File: config.mk
export PLATFORM = sky130hd
export DESIGN_NAME = mux_word_serializer
export DESIGN_NICKNAME = d
export VERILOG_FILES = /design/src/rtl/mux_word_serializer.sv
export SDC_FILE = /design/constraint.sdc
export NUM_CORES = 1
export LEC_CHECK = 0
export CORE_ASPECT_RATIO = 1.2
export CORE_UTILIZATION = 35
export DETAILED_ROUTE_END_ITERATION = 8
export PLACE_DENSITY = 0.72
export SLEW_MARGIN = 20
export SYNTH_ARGS = -nofsm -noshare
export SYNTH_HDL_FRONTEND = slang
export SYNTH_SLANG_ARGS = --single-unit
File: constraint.sdc
create_clock -name clk -period 1.9 [get_ports clk]
set_input_delay 0.285 -clock clk [delete_from_list [all_inputs] [get_ports clk]]
set_output_delay 0.285 -clock clk [all_outputs]
set_load 0.02 [all_outputs]
File: src/rtl/mux_word_serializer.sv
// Serializes a held word through an external 16:1 bit-select mux, one select
// position per accepted output beat, with valid/ready/last framing.
module mux_word_serializer #(
  parameter int WIDTH     = 16,
  parameter int SEL_W     = $clog2(WIDTH),
  parameter bit MSB_FIRST = 1'b0
) (
  input  logic             clk,
  input  logic             rst,
  input  logic [WIDTH-1:0] in_data,
  input  logic             in_valid,
  output logic             in_ready,
  input  logic             flush,
  output logic [WIDTH-1:0] mux_in,
  output logic [SEL_W-1:0] mux_sel,
  input  logic             mux_out,
  output logic             out_bit,
  output logic             out_valid,
  input  logic             out_ready,
  output logic             out_last,
  output logic             busy
);

  localparam logic [SEL_W-1:0] SEL_ZERO  = {SEL_W{1'b0}};
  localparam logic [SEL_W-1:0] SEL_ONE   = {{(SEL_W-1){1'b0}}, 1'b1};
  localparam logic [SEL_W-1:0] SEL_TOP   = SEL_W'(WIDTH - 1);
  localparam logic [SEL_W-1:0] SEL_START = MSB_FIRST ? SEL_TOP : SEL_ZERO;
  localparam logic [SEL_W-1:0] SEL_END   = MSB_FIRST ? SEL_ZERO : SEL_TOP;

  typedef enum logic [0:0] {
    IDLE  = 1'b0,
    SHIFT = 1'b1
  } state_t;

  state_t           state_r, state_s;
  logic [WIDTH-1:0] mux_in_r, mux_in_s;
  logic [SEL_W-1:0] mux_sel_r, mux_sel_s;
  logic             shift_s;
  logic             last_s;

  assign shift_s = (state_r == SHIFT);
  assign last_s  = shift_s && (mux_sel_r == SEL_END);

  // in_ready combinationally follows out_ready on the last beat so back-to-back
  // words need no bubble; flush/rst deassert it because no word is taken then.
  assign in_ready  = !rst && !flush && (!shift_s || (last_s && out_ready));
  assign out_valid = shift_s;
  assign busy      = shift_s;
  assign out_last  = last_s;
  assign out_bit   = mux_out;
  assign mux_in    = mux_in_r;
  assign mux_sel   = mux_sel_r;

  // Next-state, held word and select stepping.
  always_comb begin
    state_s   = state_r;
    mux_in_s  = mux_in_r;
    mux_sel_s = mux_sel_r;
    if (flush) begin
      state_s   = IDLE;
      mux_sel_s = SEL_ZERO;
    end else begin
      case (state_r)
        IDLE: begin
          if (in_valid) begin
            state_s   = SHIFT;
            mux_in_s  = in_data;
            mux_sel_s = SEL_START;
          end else begin
            state_s = IDLE;
          end
        end
        SHIFT: begin
          if (!out_ready) begin
            state_s = SHIFT;
          end else if (!last_s) begin
            mux_sel_s = MSB_FIRST ? (mux_sel_r - SEL_ONE) : (mux_sel_r + SEL_ONE);
          end else if (in_valid) begin
            mux_in_s  = in_data;
            mux_sel_s = SEL_START;
          end else begin
            state_s = IDLE;
          end
        end
        default: begin
          state_s   = IDLE;
          mux_sel_s = SEL_ZERO;
        end
      endcase
    end
  end

  // State and datapath registers with synchronous reset.
  always_ff @(posedge clk) begin
    if (rst) begin
      state_r   <= IDLE;
      mux_in_r  <= {WIDTH{1'b0}};
      mux_sel_r <= SEL_ZERO;
    end else begin
      state_r   <= state_s;
      mux_in_r  <= mux_in_s;
      mux_sel_r <= mux_sel_s;
    end
  end

endmodule

Yosys cells after proc, flatten, opt, wreduce, memory -nomap -nowiden --
Index checks and enable logic that the tools add are counted.
Word-level totals: register bits 21, output and inout bits 25, word-level logic and storage cells 31, input port bits 22
Cells by class: bitwise logic cells 2, add/sub/neg operators 1, mux-type cells 12, eq/ne operators 3, reduce and logical (&&, ||, !) cells 10
Operators with widths (count):
- 16-bit two-way mux | 3
- 16-bit case mux with 2 select lines | 1
- 4-bit two-way mux | 3
- 4-bit case mux with 2 select lines | 1
- 4-bit by 1-bit adder with 4-bit output (second input constant) | 1
- 4-bit equality test (second input constant) | 1
- 1-bit logical AND | 4
- 1-bit zero test | 3
- 1-bit two-way mux | 3
- 3-bit AND reduction | 1
- 2-bit by 1-bit != test with 1-bit output (second input constant) | 1
- 2-bit != test (second input constant) | 1
- 1-bit NOT | 2
- 1-bit case mux with 2 select lines | 1
- 2-bit OR reduction | 1
- 1-bit logical OR | 1

Depth between registers and ports, before layout --
Gate-level depths: netlist (run 1).
word-level depth 5, depth in mapped cells 6, gate-level depth less buffers 5

Worst setup path before layout (run 1) --
No wires, ideal clock.
kind flip-flop to flip-flop, from register mux_sel_r[0], in the netlist mux_sel[0], to register mux_in_r[10], in the netlist mux_in[10], stages on the path, launching flop included 7, data arrival time 1614 ps, library setup time 128 ps, buffers on the path 1, slack 158 ps, data required time 1772 ps, clock period less this slack 1742 ps, cell sequence dfxtp_1 ha_1 nand4_2 a21oi_4 buf_12 mux2i_1 nor2_1
On the way: cells in the longest elaborated chain, start to end 4
Ends and longest elaborated chain:
- start: declaration | line 37 | logic [SEL_W-1:0] mux_sel_r, mux_sel_s;
- start signal: assignment | line 102 | mux_sel_r <= mux_sel_s;
- 4-bit equality test | line 42 | assign last_s = shift_s && (mux_sel_r == SEL_END);
- 1-bit logical AND | line 42
- 2-bit by 1-bit != test with 1-bit output (no source line)
- 3-bit AND reduction (no source line)
- end signal: assignment | line 97 | mux_in_r <= {WIDTH{1'b0}};
- end signal: assignment | line 101 | mux_in_r <= mux_in_s;
- end: declaration | line 36 | logic [WIDTH-1:0] mux_in_r, mux_in_s;
Every way passes these cells. A chain may end at the register's enable or synchronous reset.

Worst setup path in the final report (run 1) --
from register mux_sel_r[1], in the netlist mux_sel[1], to output port in_ready
On the way: cells in the longest elaborated chain, start to end 5
Ends and longest elaborated chain:
- 4-bit equality test | line 42
- 1-bit logical AND | line 42
- 1-bit logical AND | line 46 | assign in_ready = !rst && !flush && (!shift_s || (last_s && out_ready));
- 1-bit logical OR | line 46
- 1-bit logical AND | line 46
- end: declaration | line 12 | output logic in_ready,
Every way passes these cells.

==> results of run 1 <==
-- report_power, final --
group,total (mW),internal [mW],switching [mW]
clock,0.206,0.0817,0.124
sequential,0.469,0.458,0.0112
combinational,0.176,0.102,0.0744
total,0.851,0.641,0.210
-- cell families after synthesis --
kind of cell / count (synthesis) / synth area share, %
AO/OA/AOI/OAI: 9 / 7.27
adder cells (fa/ha/maj): 1 / 1.37
buffers and inverters: 10 / 6.72
AND/OR/NAND/NOR: 36 / 18.8
multiplexers: 18 / 19.8
flip-flops: 21 / 46.1
-- per-stage QoR --
step | setup slack [ns] | hold slack [ns]
2_1_floorplan | 0.158 | 0.398
3_3_place_gp | -0.214 | 0.473
5_1_grt | 0.00168 | 0.545
4_1_cts | 0.000559 | 0.514
6_report | 0.124 | 0.507
3_5_place_dp | -0.234 | 0.484
-- flip-flops by register name, indices dropped and copies added, names as in the netlist --
name,cells
mux_sel,4
mux_in,16
busy,1
-- routing by layer --
layer  share of wire [%]  track usage [%]  vias to the layer above
met2                  47             28.4                       34
met1                  46             19.6                      374
met4                 1.3             8.40                        0
met3                 6.1             2.89                        4
li1                    -                -                      419
met5                   0                0                        -
-- path summary, 6_finish.rpt --
| path | start | end | slack [ns] | depth (start not counted) |
|---|---|---|---|---|
| setup / recovery | mux_sel[1] | in_ready | 0.12 | 5 |
| hold / removal | mux_in[1] | mux_in[1] | 0.51 | 2 |
| setup reg to reg | mux_sel[1] | mux_in[9] | 0.43 | 6 |
| hold reg to reg | mux_in[1] | mux_in[1] | 0.51 | 2 |
-- cells in the final DEF (no fill, tap or decap), types with 2 or more instances in the layout --
master / synthesis / layout
nand2_1: 2 / 2
nand3_1: 2 / 2
clkbuf_4: 0 / 3
dfxtp_1: 21 / 20
clkdlybuf4s50_1: 0 / 42
nor2_1: 23 / 23
buf_4: 2 / 8
inv_1: 3 / 3
mux2i_1: 18 / 18
a21oi_1: 5 / 5
nand2b_1: 2 / 2
-- Yosys cell counts, types with 2 or more instances --
| cell | number |
|---|---|
| clkbuf_1 | 4 |
| mux2i_1 | 18 |
| dfxtp_1 | 21 |
| buf_4 | 2 |
| inv_1 | 3 |
| nand2_1 | 2 |
| nand3_1 | 2 |
| nor2_1 | 23 |
| nand2b_1 | 2 |
| a21oi_1 | 5 |
-- cell type report --
cell class                 count  area [µm²]  share of cell area (%)
clock buffer                   4        26.3                    1.82
timing repair buffer          53         514                    35.6
tap                           31        38.8                    2.68
multi-input combinational     64         433                    30.0
sequential                    21         422                    29.2
inverter                       3        11.3                   0.779
-- worst max-delay path, stage by stage, from the launching register on --
cell	delay (ns)
dfxtp_1	0.35
ha_2	0.23
nand4_2	0.15
and2_2	0.23
nor2_1	0.08
buf_2	0.16
-- repair_timing --
item | in CTS | in global routing
gates resized for setup | 5 | 2
pin swaps | 0 | 1
setup endpoints to repair | 2 | 3
==> results.py, run 1 <==
metrics = {
    "timing": {
        "fin_crit_ns": 1.78,
        "finClkSkew_ns": 0.00218,
        "slew_viol_final": 0,
        "tightest_slew_ns": 0.305,
        "rsz0062_at_grt": "false",
        "fmax_mhz": 563,
        "timing.final.crit_share_pct": 93.5,
        "setup_tns_ns": 0,
        "slew_headroom_pct": 79.1,
        "hold_viol": 0,
        "setup_viol": 0,
    },
    "grt": {
        "antenna_found_initial": 0,
        "grt_use_total_pct": 16.4,
        "grt_pass1_wl_mm": 3.63,
        "grt_max_degree": 17,
        "overflow": 0,
        "grt_pass1_vias": 868,
    },
    "hold_path": {
        "hold_path_class": "register to register",
    },
    "drt": {
        "drtIter0Drc": 18,
        "wl_mm": 2.03,
        "via_per_inst": 4.72,
        "vias": 831,
        "drc": 0,
        "dr.pass1.iters": 4,
        "antenna_left": 0,
        "post_drt_wl_per_cell_um": 11.5,
    },
    "final_layout": {
        "finalInstanceArea_um2": 1450,
        "insertedDiodeCount": 0,
        "stdcell_count": 176,
        "area_delta_synth_final_pct": 58.4,
        "finalCoreUtilization_pct": 60.8,
        "fillers": 217,
        "final_layout_size_suffix_gt1_share_pct": 12.4,
        "nNetsFinal": 169,
    },
    "yosys": {
        "syn_area_per_cell_um2": 9.60,
        "ys_ff_latch": 21,
        "yosysWarnings": 0,
        "ys_top_cells_by_area": "dfxtp_1 (46%), mux2i_1 (20%), nor2_1 (9.5%)",
        "synth_cell_types": 23,
        "synth.cell_area_um2": 912,
        "ys.flop_type": "dfxtp_1",
        "synth.largest_area_cell": "dfxtp_1",
        "synth_edf_count": 0,
        "post-synth-top-area-fraction_pct": 46.1,
        "synthCells": 95,
        "postSynth.asyncResetShare_pct": 0,
        "ys_seq_area_share_pct": 46.1,
        "synthesis.nets": 118,
    },
    "pwr": {
        "powerDensity_nw_per_um2": 589,
        "p_leak_nw": 0.557,
        "vdd_drop_max_mv": 0.468,
        "p_total_uw": 851,
    },
    "outcome": {
        "outcome": "finished clean",
    },
    "worst_setup_path": {
        "critical_path_class": "register to output port",
        "worstPathArrival_ns": 1.49,
        "cp-end-kind": "output port",
        "worstPathMaxFanout": 5,
        "worst_ep_required_time_ns": 1.62,
        "critPathLaunchType": "register",
    },
    "floorplanning": {
        "start_util_pct": 38.4,
        "fp.dieH_um": 57.9,
        "dieArea_um2": 2810,
        "die_w_um": 48.6,
        "num_rows": 19,
        "core_area_um2": 2380,
        "ios": 47,
    },
    "clock_tree": {
        "cts_root_buf": "clkbuf_4",
        "ctsLongestPathBuffers": 2,
        "cts.sinks": 21,
        "insertion_delay_ns": 0.29,
        "cts_buffers": 3,
        "cts_tree": "built",
        "hold_buffers": 0,
        "cts_max_level": 1,
        "postCtsSetupBuffers": 0,
        "path_clk_slew_ns": 0.11,
    },
    "placed_design": {
        "gp_congestion": 0.745,
        "post_dp_cell_area_um2": 1420,
        "dp_cells": 172,
        "io_buffers": 44,
        "detailed_place_hpwl_mm": 1.57,
    },
    "run": {
        "drv_cap": 0,
    },
}
No activity file was read; power rests on OpenSTA's default activity.
==> run 2, diff against run 1 <==
CORE_MARGIN = 5   (was default)
==> results.py, run 2 (synthesis results as in run 1) <==
metrics = {
    "timing": {
        "slew_viol_final": 0,
        "rsz0062_at_grt": "false",
        "timing.final.crit_share_pct": 94.2,
        "fmax_mhz": 559,
        "setup_tns_ns": 0,
        "hold_viol": 0,
        "whs_ns": 0.506,
        "setup_viol": 0,
        "finClkSkew_ns": 0.00609,
        "setup_slack_ns": 0.110,
        "fin_crit_ns": 1.79,
        "slew_headroom_pct": 78.1,
        "tightest_slew_ns": 0.321,
    },
    "clock_tree": {
        "ctsLongestPathBuffers": 2,
        "cts_tree": "built",
        "cts_buffers": 3,
        "cts_root_buf": "clkbuf_4",
        "postCtsSetupBuffers": 0,
        "insertion_delay_ns": 0.30,
        "path_clk_slew_ns": 0.11,
        "hold_buffers": 0,
        "cts.sinks": 21,
        "cts_max_level": 1,
    },
    "grt": {
        "grt_pass1_wl_mm": 3.70,
        "grt_pass1_vias": 871,
        "grt_use_total_pct": 12.3,
        "antenna_found_initial": 0,
        "grt_max_degree": 17,
        "overflow": 0,
    },
    "worst_setup_path": {
        "worstPathArrival_ns": 1.51,
        "timing.rr.start": "mux_sel[0]",
        "cp-end-kind": "output port",
        "critical_path_class": "register to output port",
        "critPathLaunchType": "register",
        "critPathTopFamily": "buffers and inverters",
        "critical_path.cell_chain": "ha_1 -> buf_4 -> nand3_1 -> nor2_1 -> clkdlybuf4s15_1",
        "r2r-end": "mux_in[4]",
        "critPathSlowestCell": "dfxtp_1",
        "critPathMaxStageDelay_ns": 0.36,
        "worst_ep_required_time_ns": 1.62,
        "cp.buffers_inverters": 2,
        "worstPathMaxFanout": 4,
        "reg2reg_depth": 6,
        "r2r_setup_slack_ns": 0.46,
    },
    "drt": {
        "antenna_left": 0,
        "drc": 0,
        "dr.pass1.iters": 4,
        "drtIter0Drc": 2,
        "via_per_inst": 4.59,
        "post_drt_wl_per_cell_um": 12.1,
        "wl_mm": 2.15,
        "vias": 817,
    },
    "pwr": {
        "powerDensity_nw_per_um2": 589,
        "p_int_uw": 638,
        "power.switching_uw": 215,
        "vdd_drop_max_mv": 0.381,
        "p_seq_share_pct": 54.9,
        "p_total_uw": 852,
        "p_leak_nw": 0.559,
        "comb_power_share_pct": 20.7,
        "pwr-share-clk_pct": 24.4,
        "p_sw_share_pct": 25.2,
    },
    "final_layout": {
        "nNetsFinal": 169,
        "area_delta_synth_final_pct": 58.6,
        "final_common_cell": "clkdlybuf4s50_1",
        "insertedDiodeCount": 0,
        "stdcell_count": 178,
        "final_layout_size_suffix_gt1_share_pct": 11.7,
        "largest_reg_flops": 16,
        "finalInstanceArea_um2": 1450,
        "final_cell_mix": "clkdlybuf4s50_1 (42), nor2_1 (23), dfxtp_1 (21)",
        "fillers": 228,
        "finalCoreUtilization_pct": 57.2,
    },
    "placed_design": {
        "detailed_place_hpwl_mm": 1.73,
        "dp_cells": 174,
        "post_dp_cell_area_um2": 1420,
        "io_buffers": 44,
        "post-place-ws_ns": -0.336,
        "gp_congestion": 0.805,
    },
    "floorplanning": {
        "fp.dieH_um": 65.9,
        "start_util_pct": 36.1,
        "ios": 47,
        "core_area_um2": 2530,
        "die_w_um": 56.6,
        "dieArea_um2": 3730,
        "num_rows": 20,
    },
    "hold_path": {
        "hold_path_class": "register to register",
        "worstHoldPathCells": 2,
        "hold_end": "mux_in[6]",
        "min_from": "mux_in[6]",
    },
    "outcome": {
        "outcome": "finished clean",
    },
    "run": {
        "drv_cap": 0,
    },
}
-- run 2: cell count changes in the layout (fill, tap and decap cells not counted), sizes merged --
cell	before	now
clkbuf	4	3
clkdlybuf4s15	0	1
clkinv	0	1
dlygate4sd2	1	0
-- run 2: how the worst max path moves through the flow --
stage,start,endpoint,cells after the start
after floorplan,mux_sel[0],mux_in[10],6
after global placement,out_ready,in_ready,5
after detailed placement,out_ready,in_ready,5
after global routing,mux_sel[0],out_last,5
after CTS,out_ready,in_ready,5
final,mux_sel[0],out_last,5
-- run 2: tightest hold or removal path, stage by stage, from the launching register on --
cell     delay [ns]
dfxtp_1        0.34
mux2i_1        0.06
nor2_1         0.07
-- run 2: layer usage --
metal | up-vias | track usage [%] | wire [µm]
li1 | 417 | - | -
met1 | 361 | 13.4 | 914
met2 | 37 | 21.8 | 988
met3 | 2 | 4.49 | 233
met4 | 0 | 4.45 | 8
met5 | - | 0 | 0
-- run 2: layout make-up --
class / count / area, µm² / area share [%]
timing repair buffer: 53 / 515 / 35.6
multi-input combinational: 64 / 430 / 29.8
sequential: 21 / 420 / 29.1
tap: 33 / 41.3 / 2.85
clock buffer: 3 / 22.5 / 1.56
inverter: 3 / 11.3 / 0.779
clock inverter: 1 / 5.00 / 0.346
-- run 2: power groups by stage --
stage          Sequential (mW)  Combinational [mW]  Clock [mW]
6_report                 0.468               0.177       0.208
5_1_grt                  0.470               0.191       0.249
4_1_cts                  0.468               0.179       0.221
3_5_place_dp             0.477               0.179           0
3_3_place_gp             0.476               0.178           0
2_1_floorplan            0.498              0.0654           0
-- run 2: timing repair --
action	in CTS	in global routing
endpoints found under the setup margin	2	2
pin swaps	0	0
gates resized for setup	4	2
==> run 3, diff against run 2 <==
CTS_CLUSTER_DIAMETER = 150   (was default)
==> results of run 3 <==
No change in the layout: final DEF, timing and power equal those of run 2.
